`src/rtl/capture_mem_pkg.sv`:
```
// Shared definitions for the capture SRAM read path: default geometry,
// reader FSM states and the SRAM read latency.
package capture_mem_pkg;

    localparam int CAP_ADDR_WIDTH  = 15;
    localparam int CAP_DATA_WIDTH  = 36;
    localparam int SRAM_RD_LATENCY = 1;

    typedef enum logic [1:0] {
        IDLE  = 2'd0,
        READ  = 2'd1,
        DRAIN = 2'd2
    } rd_state_t;

endpackage

```
`src/rtl/capture_mem_reader_if.sv`:
```
// Valid/ready stream from the capture SRAM reader toward the packet logic.
// Optional macro CAPTURE_RD_LAST_EN adds out_last, which marks the final word.
interface capture_mem_reader_if
    import capture_mem_pkg::*;
#(
    parameter int DATA_WIDTH = CAP_DATA_WIDTH
) ();

    logic [DATA_WIDTH-1:0] out_data;
    logic                  out_valid;
    logic                  out_ready;
`ifdef CAPTURE_RD_LAST_EN
    logic                  out_last;
`endif

    modport master (
        output out_data,
        output out_valid,
`ifdef CAPTURE_RD_LAST_EN
        output out_last,
`endif
        input  out_ready
    );

    modport slave (
        input  out_data,
        input  out_valid,
`ifdef CAPTURE_RD_LAST_EN
        input  out_last,
`endif
        output out_ready
    );

endinterface

```
`src/rtl/capture_rd_fifo2.sv`:
```
// Two-entry FIFO. entry0 is always the head, so the head word stays put until
// it is popped. A push into a full FIFO is taken only when a pop happens in the
// same cycle.
module capture_rd_fifo2
    import capture_mem_pkg::*;
#(
    parameter int WIDTH = CAP_DATA_WIDTH
) (
    input  logic             clk,
    input  logic             rst,
    input  logic             push,
    input  logic             pop,
    input  logic [WIDTH-1:0] din,
    output logic [WIDTH-1:0] dout,
    output logic [1:0]       count
);

    logic [WIDTH-1:0] entry0;
    logic [WIDTH-1:0] entry1;
    logic             pop_ok;
    logic             push_ok;

    assign pop_ok  = pop && (count != 2'd0);
    assign push_ok = push && ((count != 2'd2) || pop_ok);
    assign dout    = entry0;

    // Shift-register storage: pops move entry1 forward, pushes fill the first free slot.
    always_ff @(posedge clk) begin
        if (rst) begin
            entry0 <= '0;
            entry1 <= '0;
            count  <= 2'd0;
        end else begin
            unique case ({push_ok, pop_ok})
                2'b10: begin
                    if (count == 2'd0) begin
                        entry0 <= din;
                    end else begin
                        entry1 <= din;
                    end
                    count <= count + 2'd1;
                end
                2'b01: begin
                    entry0 <= entry1;
                    count  <= count - 2'd1;
                end
                2'b11: begin
                    if (count == 2'd2) begin
                        entry0 <= entry1;
                        entry1 <= din;
                    end else begin
                        entry0 <= din;
                    end
                end
                default: begin
                end
            endcase
        end
    end

endmodule

```
`src/rtl/capture_mem_reader.sv`:
```
// Burst reader for the capture SRAM. On start it issues single-port reads
// (CEB low, WEB high, incrementing A), absorbs the SRAM read latency and
// streams the words through a 2-entry FIFO onto a valid/ready interface.
// Optional macro CAPTURE_RD_LAST_EN drives out_last on the final word.
//
// Credit: inflight marks a word sitting on Q that the FIFO has not taken yet.
// A read is issued only while fifo_count + inflight - pop < 2. If the FIFO is
// full when a word lands, the word stays on Q until there is room, because the
// SRAM macro keeps Q unchanged while CEB is high and the credit rule blocks
// every new read in that situation. This keeps one word per cycle when
// out_ready is held high and never overruns the FIFO.
module capture_mem_reader
    import capture_mem_pkg::*;
#(
    parameter int ADDR_WIDTH = CAP_ADDR_WIDTH,
    parameter int DATA_WIDTH = CAP_DATA_WIDTH,
    parameter int LEN_WIDTH  = ADDR_WIDTH + 1
) (
    input  logic                  CLK,
    input  logic                  RST,
    input  logic                  start,
    input  logic [ADDR_WIDTH-1:0] start_addr,
    input  logic [LEN_WIDTH-1:0]  rd_len,
    output logic                  busy,
    output logic                  done,
    output logic                  CEB,
    output logic                  WEB,
    output logic [ADDR_WIDTH-1:0] A,
    input  logic [DATA_WIDTH-1:0] Q,
    capture_mem_reader_if.master  stream
);

    rd_state_t                  state;
    logic [ADDR_WIDTH-1:0]      addr;
    logic [LEN_WIDTH-1:0]       issue_cnt;
    logic [LEN_WIDTH-1:0]       out_cnt;
    logic [SRAM_RD_LATENCY-1:0] rd_pipe;
    logic                       q_hold;
    logic                       inflight;
    logic                       pop;
    logic                       push;
    logic                       can_issue;
    logic [1:0]                 fifo_count;
    logic [2:0]                 occupancy;

    assign WEB       = 1'b1;
    assign pop       = stream.out_valid && stream.out_ready;
    assign inflight  = rd_pipe[SRAM_RD_LATENCY-1] || q_hold;
    assign push      = inflight && ((fifo_count != 2'd2) || pop);
    assign occupancy = {1'b0, fifo_count} + {2'b00, inflight} - {2'b00, pop};
    assign can_issue = (occupancy < 3'd2);

    assign stream.out_valid = (fifo_count != 2'd0);

`ifdef CAPTURE_RD_LAST_EN
    assign stream.out_last = stream.out_valid && (out_cnt == LEN_WIDTH'(1));
`endif

    capture_rd_fifo2 #(
        .WIDTH (DATA_WIDTH)
    ) u_fifo (
        .clk   (CLK),
        .rst   (RST),
        .push  (push),
        .pop   (pop),
        .din   (Q),
        .dout  (stream.out_data),
        .count (fifo_count)
    );

    // Track which cycle's Q carries a fresh word, and hold a landed word until the FIFO takes it.
    always_ff @(posedge CLK) begin
        if (RST) begin
            rd_pipe <= '0;
            q_hold  <= 1'b0;
        end else begin
            rd_pipe <= SRAM_RD_LATENCY'({rd_pipe, ~CEB});
            q_hold  <= inflight && !push;
        end
    end

    // Reader FSM: accept start, issue reads under credit, then wait for the last handshake.
    always_ff @(posedge CLK) begin
        if (RST) begin
            state     <= IDLE;
            CEB       <= 1'b1;
            A         <= '0;
            addr      <= '0;
            issue_cnt <= '0;
            out_cnt   <= '0;
            busy      <= 1'b0;
            done      <= 1'b0;
        end else begin
            done <= 1'b0;
            if (pop) begin
                out_cnt <= out_cnt - 1'b1;
            end
            unique case (state)
                IDLE: begin
                    CEB <= 1'b1;
                    if (start) begin
                        if (rd_len == '0) begin
                            done <= 1'b1;
                        end else begin
                            CEB       <= 1'b0;
                            A         <= start_addr;
                            addr      <= start_addr + 1'b1;
                            issue_cnt <= rd_len - 1'b1;
                            out_cnt   <= rd_len;
                            busy      <= 1'b1;
                            state     <= (rd_len == LEN_WIDTH'(1)) ? DRAIN : READ;
                        end
                    end
                end
                READ: begin
                    if (can_issue) begin
                        CEB       <= 1'b0;
                        A         <= addr;
                        addr      <= addr + 1'b1;
                        issue_cnt <= issue_cnt - 1'b1;
                        if (issue_cnt == LEN_WIDTH'(1)) begin
                            state <= DRAIN;
                        end
                    end else begin
                        CEB <= 1'b1;
                    end
                end
                DRAIN: begin
                    CEB <= 1'b1;
                    if (pop && (out_cnt == LEN_WIDTH'(1))) begin
                        done  <= 1'b1;
                        busy  <= 1'b0;
                        state <= IDLE;
                    end
                end
                default: begin
                    CEB   <= 1'b1;
                    state <= IDLE;
                end
            endcase
        end
    end

endmodule

```
`src/flat_wrapper.sv`:
```
// flat-port wrapper written by rule: the top's interface ports become plain ports
module capture_mem_reader_flat import capture_mem_pkg::*;
#(
    parameter int ADDR_WIDTH = CAP_ADDR_WIDTH,
    parameter int DATA_WIDTH = CAP_DATA_WIDTH,
    parameter int LEN_WIDTH  = ADDR_WIDTH + 1
)
  (CLK, RST, start, start_addr, rd_len, busy, done, CEB, WEB, A, Q, stream_out_data, stream_out_valid, stream_out_ready);
  capture_mem_reader_if #(.DATA_WIDTH(DATA_WIDTH)) stream_i ();
  input  logic CLK;
  input  logic RST;
  input  logic start;
  input  logic [ADDR_WIDTH-1:0] start_addr;
  input  logic [LEN_WIDTH-1:0] rd_len;
  output logic busy;
  output logic done;
  output logic CEB;
  output logic WEB;
  output logic [ADDR_WIDTH-1:0] A;
  input  logic [DATA_WIDTH-1:0] Q;
  output wire logic [$bits(stream_i.out_data)-1:0] stream_out_data;
  output wire logic [$bits(stream_i.out_valid)-1:0] stream_out_valid;
  input wire logic [$bits(stream_i.out_ready)-1:0] stream_out_ready;
  assign stream_out_data = stream_i.out_data;
  assign stream_out_valid = stream_i.out_valid;
  assign stream_i.out_ready = stream_out_ready;
  capture_mem_reader #(.ADDR_WIDTH(ADDR_WIDTH), .DATA_WIDTH(DATA_WIDTH), .LEN_WIDTH(LEN_WIDTH)) u_core (.CLK(CLK), .RST(RST), .start(start), .start_addr(start_addr), .rd_len(rd_len), .busy(busy), .done(done), .CEB(CEB), .WEB(WEB), .A(A), .Q(Q), .stream(stream_i));
endmodule
```
`config.mk`:
```
export PLATFORM = sky130hd
export DESIGN_NAME = capture_mem_reader_flat
export DESIGN_NICKNAME = d
export VERILOG_FILES = /design/src/rtl/capture_mem_pkg.sv /design/src/rtl/capture_mem_reader_if.sv /design/src/rtl/capture_rd_fifo2.sv /design/src/rtl/capture_mem_reader.sv /design/src/flat_wrapper.sv
export SDC_FILE = /design/constraint.sdc
export NUM_CORES = 1
export LEC_CHECK = 0
export ABC_CLOCK_PERIOD_IN_PS = 4130
export CAP_MARGIN = 0
export CORE_ASPECT_RATIO = 0.9
export CORE_MARGIN = 8
export CORE_UTILIZATION = 55
export CTS_BUF_LIST = sky130_fd_sc_hd__clkbuf_16
export CTS_CLUSTER_DIAMETER = 60
export CTS_CLUSTER_SIZE = 28
export DETAILED_ROUTE_END_ITERATION = 8
export PLACE_DENSITY_LB_ADDON = 0.12
export SKIP_LAST_GASP = 1
export SLEW_MARGIN = 20
export SYNTH_ARGS = -nofsm -noshare
export SYNTH_HDL_FRONTEND = slang
export SYNTH_HIERARCHICAL = 1
export SYNTH_SLANG_ARGS = --single-unit
```
`constraint.sdc`:
```
create_clock -name CLK -period 4.13 [get_ports CLK]
set_input_delay 0.413 -clock CLK [delete_from_list [all_inputs] [get_ports CLK]]
set_output_delay 0.413 -clock CLK [all_outputs]
set_load 0.02 [all_outputs]
```
==> qor.yml <==
setup_path:
  reg2reg_slack_ns: 0.73
  r2r_end: "u_core/addr[10]"
  cp_num_buf_inv: 2
  reg2reg_depth: 11
  worstSetupStartpointType: "flop"
  worst_ep_arrival_time_ns: 3.67
  path_class: "reg2reg"
  cp_max_fo: 30
  crit_cells: 11
  cp_common_cell: "o21ai_0"
  crit_end: "u_core/addr[10]"
  cpMaxStageDelayCell: "dfxtp_1"
  r2r-start: "u_core/u_fifo/count[0]"
  crit_family: "compound AO/OA/AOI/OAI gates"
  required_ns: 4.40
  cp-end-kind: "flop"
  slowest_delay_ns: 0.48
  crit_path_cell_trace: "o21ai_1 -> inv_1 -> ha_1 -> nor2_1 -> fa_1 -> or3_1 -> o21ai_4 -> buf_12 -> o21ai_0 -> o21ai_0 -> a31oi_1"
  critPathLaunch: "u_core/u_fifo/count[0]"
cts:
  cts-root-buf: "clkbuf_16"
  cts_hold_buf: 0
  cts_inserted_buffers: 17
  clk_pin_slew_ns: 0.06
  cts.sinks: 143
  cts_tree: "done"
  cts.htree.levels: 4
  postCtsSetupBuffers: 0
  cts_buffer_depth: 2
  ctsResizeCount: 0
  clk_latency_ns: 0.43
cells_and_area:
  final_util_pct: 68.8
  diodes: 0
  area_delta_synth_final_pct: 23.8
  n_fill_cell: 1212
  fin_nets: 1114
  drive_gt1_share_pct: 9.56
run_status:
  outcome: "complete, no violations"
synthesis:
  synth_area_per_cell_sq_um: 8.51
  ys.flop_type: "dfxtp_1"
  netlist_instances: 948
  yosysMostFrequentCell: "dfxtp_1"
  synth_edf_count: 0
  synth_commonest_cells: "143 x dfxtp_1, 77 x nand2b_1, 75 x o21ai_0"
  yosys.area.top_type_share_pct: 35.5
  ys_seq_area_share_pct: 35.5
  syn_area_sq_um: 8070
  synth-seq-cells: 143
  yosys.area.top_type: "dfxtp_1"
  ys_warn_count: 6
  synth_area_leaders: "dfxtp_1 35%, nand2b_1 6.0%, mux2i_1 5.7%"
  synth_cell_type_count: 67
  synthesis.nets: 1029
  async_reset_ff_share_pct: 0
sta:
  max_freq_ghz: 0.294
  finalMaxSlewViolations: 0
  worst_slew_pin_slew_ns: 0.940
  fin_worst_skew_ns: 0.00639
  fin_crit_sh_pct: 82.4
  finalSetupTns_ns: 0
  setup_viol: 0
  relSlewSlack_pct: 37.3
  finalWorstSetupSlack_ns: 0.726
  hold_violations: 0
  period_minus_slack_ns: 3.40
  rsz0062_at_grt: "no"
detailed_routing:
  viasPerCell: 5.90
  routed_wirelength_microns: 21800
  drc: 0
  drtIter0Drc: 734
  vias: 7335
  dr.pass1.iters: 5
  wl_per_cell_microns: 17.5
  antenna_left: 0
global_route:
  grt_pass1_vias: 7008
  gr-total-overflow: 0
  grt_usage_pct: 23.1
  grt_antenna_before_repair: 1
  grt_pass1_wl_microns: 34800
  grt_max_degree: 92
floorplanning:
  die_x_microns: 144
  initial_utilization_pct: 55.6
  rows: 42
  pin_count: 127
  die_area_sq_um: 18800
  die_h_microns: 131
  core_area_sq_um: 14500
place:
  dp_slack_ns: 0.585
  io_buffers: 125
  dp_hpwl_microns: 14100
  gp_congestion: 0.840
pwr:
  p_total_mw: 4.11
  p_per_area_nw_per_um2: 412
  p_leak_nw: 3.34
  ir_worst_vdd_mv: 0.317
min_path:
  hold_path.class: "reg2reg"
run:
  drv_cap: 0
stage by stage:
stage                     hold WS (ns)  area, sq um  std cells
final                            0.457         9980       1244
after global routing             0.472         9980       1244
after CTS                        0.458         9960       1243
after detailed placement         0.449         9380       1211
after global placement           0.442         9380       1211
after floorplan                  0.429         8070        948
worst min-delay path: cells and delay by family, from the launching register on:
kind            cells  cell delay (ns)
flops               1             0.31
compound gates      1             0.05
simple gates        1             0.05
logic make-up after synthesis:
kind of cell | share of synthesized area [%]
AND/OR/NAND/NOR | 26.9
XOR/XNOR | 3.58
buffers and inverters | 5.66
adder cells (fa/ha/maj) | 1.64
AO/OA/AOI/OAI | 20.5
other | 0.0465
multiplexers | 6.13
flip-flops | 35.5
registers in the layout, indices dropped and copies added (netlist names), 2 cells and up:
signal / count
u_core/u_fifo/dout: 36
u_core/u_fifo/entry1: 36
u_core/issue_cnt: 16
u_core/out_cnt: 16
u_core/A: 15
u_core/addr: 15
u_core/state: 2
u_core/u_fifo/count: 2
routing by layer:
layer / part of all wire, % / vias to the layer above / track usage (%) / wire length [microns]
met2: 48 / 245 / 38.0 / 10400
li1: - / 3592 / - / -
met5: 0.041 / - / 0 / 9
met3: 6.5 / 19 / 5.59 / 1420
met1: 45 / 3477 / 29.4 / 9780
met4: 0.76 / 2 / 7.10 / 166
placed cells by master (no fill, tap or decap), types with 4 or more instances in the layout:
| cell type | Yosys | routed |
|---|---|---|
| nand2b_1 | 77 | 76 |
| ha_1 | 9 | 9 |
| dfxtp_1 | 143 | 143 |
| nand4_1 | 7 | 7 |
| o32ai_1 | 4 | 4 |
| clkinv_4 | 0 | 5 |
| mux2i_1 | 46 | 46 |
| clkdlybuf4s50_1 | 0 | 124 |
| nand2_1 | 68 | 68 |
| nand3b_1 | 45 | 45 |
| a311oi_1 | 14 | 14 |
| nor2_1 | 72 | 71 |
| or3_1 | 5 | 5 |
| xnor2_1 | 23 | 23 |
| nor4_1 | 9 | 9 |
| a311oi_2 | 30 | 30 |
| a31oi_1 | 13 | 13 |
| a211oi_1 | 20 | 20 |
| nand3_1 | 12 | 12 |
| o211ai_1 | 4 | 4 |
| o21a_1 | 5 | 5 |
| and3_1 | 5 | 5 |
| buf_12 | 0 | 4 |
| o21ai_0 | 75 | 75 |
| buf_4 | 7 | 14 |
| xor2_1 | 10 | 10 |
| a21oi_1 | 29 | 29 |
| nor3_1 | 63 | 63 |
| nor4b_1 | 4 | 4 |
| clkbuf_16 | 0 | 17 |
| inv_1 | 21 | 21 |
where the power goes:
part / total [mW] / internal (mW) / switching, mW / leakage (nW)
clock: 1.54 / 0.895 / 0.642 / 0.281
combinational: 0.964 / 0.422 / 0.543 / 1.89
sequential: 1.61 / 1.50 / 0.106 / 1.17
total: 4.11 / 2.82 / 1.29 / 3.34
worst min path at each step:
stage / slack (ns) / end / start / depth (start not counted)
global placement: 0.44 / u_core/addr[8] / u_core/addr[8] / 2
finish: 0.46 / u_core/A[1] / u_core/A[1] / 2
global route: 0.47 / u_core/addr[8] / u_core/addr[8] / 2
CTS: 0.46 / u_core/A[1] / u_core/A[1] / 2
detailed placement: 0.45 / u_core/A[1] / u_core/A[1] / 2
floorplan: 0.43 / u_core/addr[8] / u_core/addr[8] / 2
area by class of cell:
type | count | area (sq um) | area share (%)
clock buffers | 17 | 425 | 4.26
clock inverters | 15 | 160 | 1.60
inverters | 21 | 78.8 | 0.790
multi-input cells | 708 | 4780 | 47.9
flip-flops and latches | 143 | 2860 | 28.7
well taps | 198 | 248 | 2.48
repair buffers | 142 | 1430 | 14.3
Note: power is estimated with default switching activity, not from simulation.
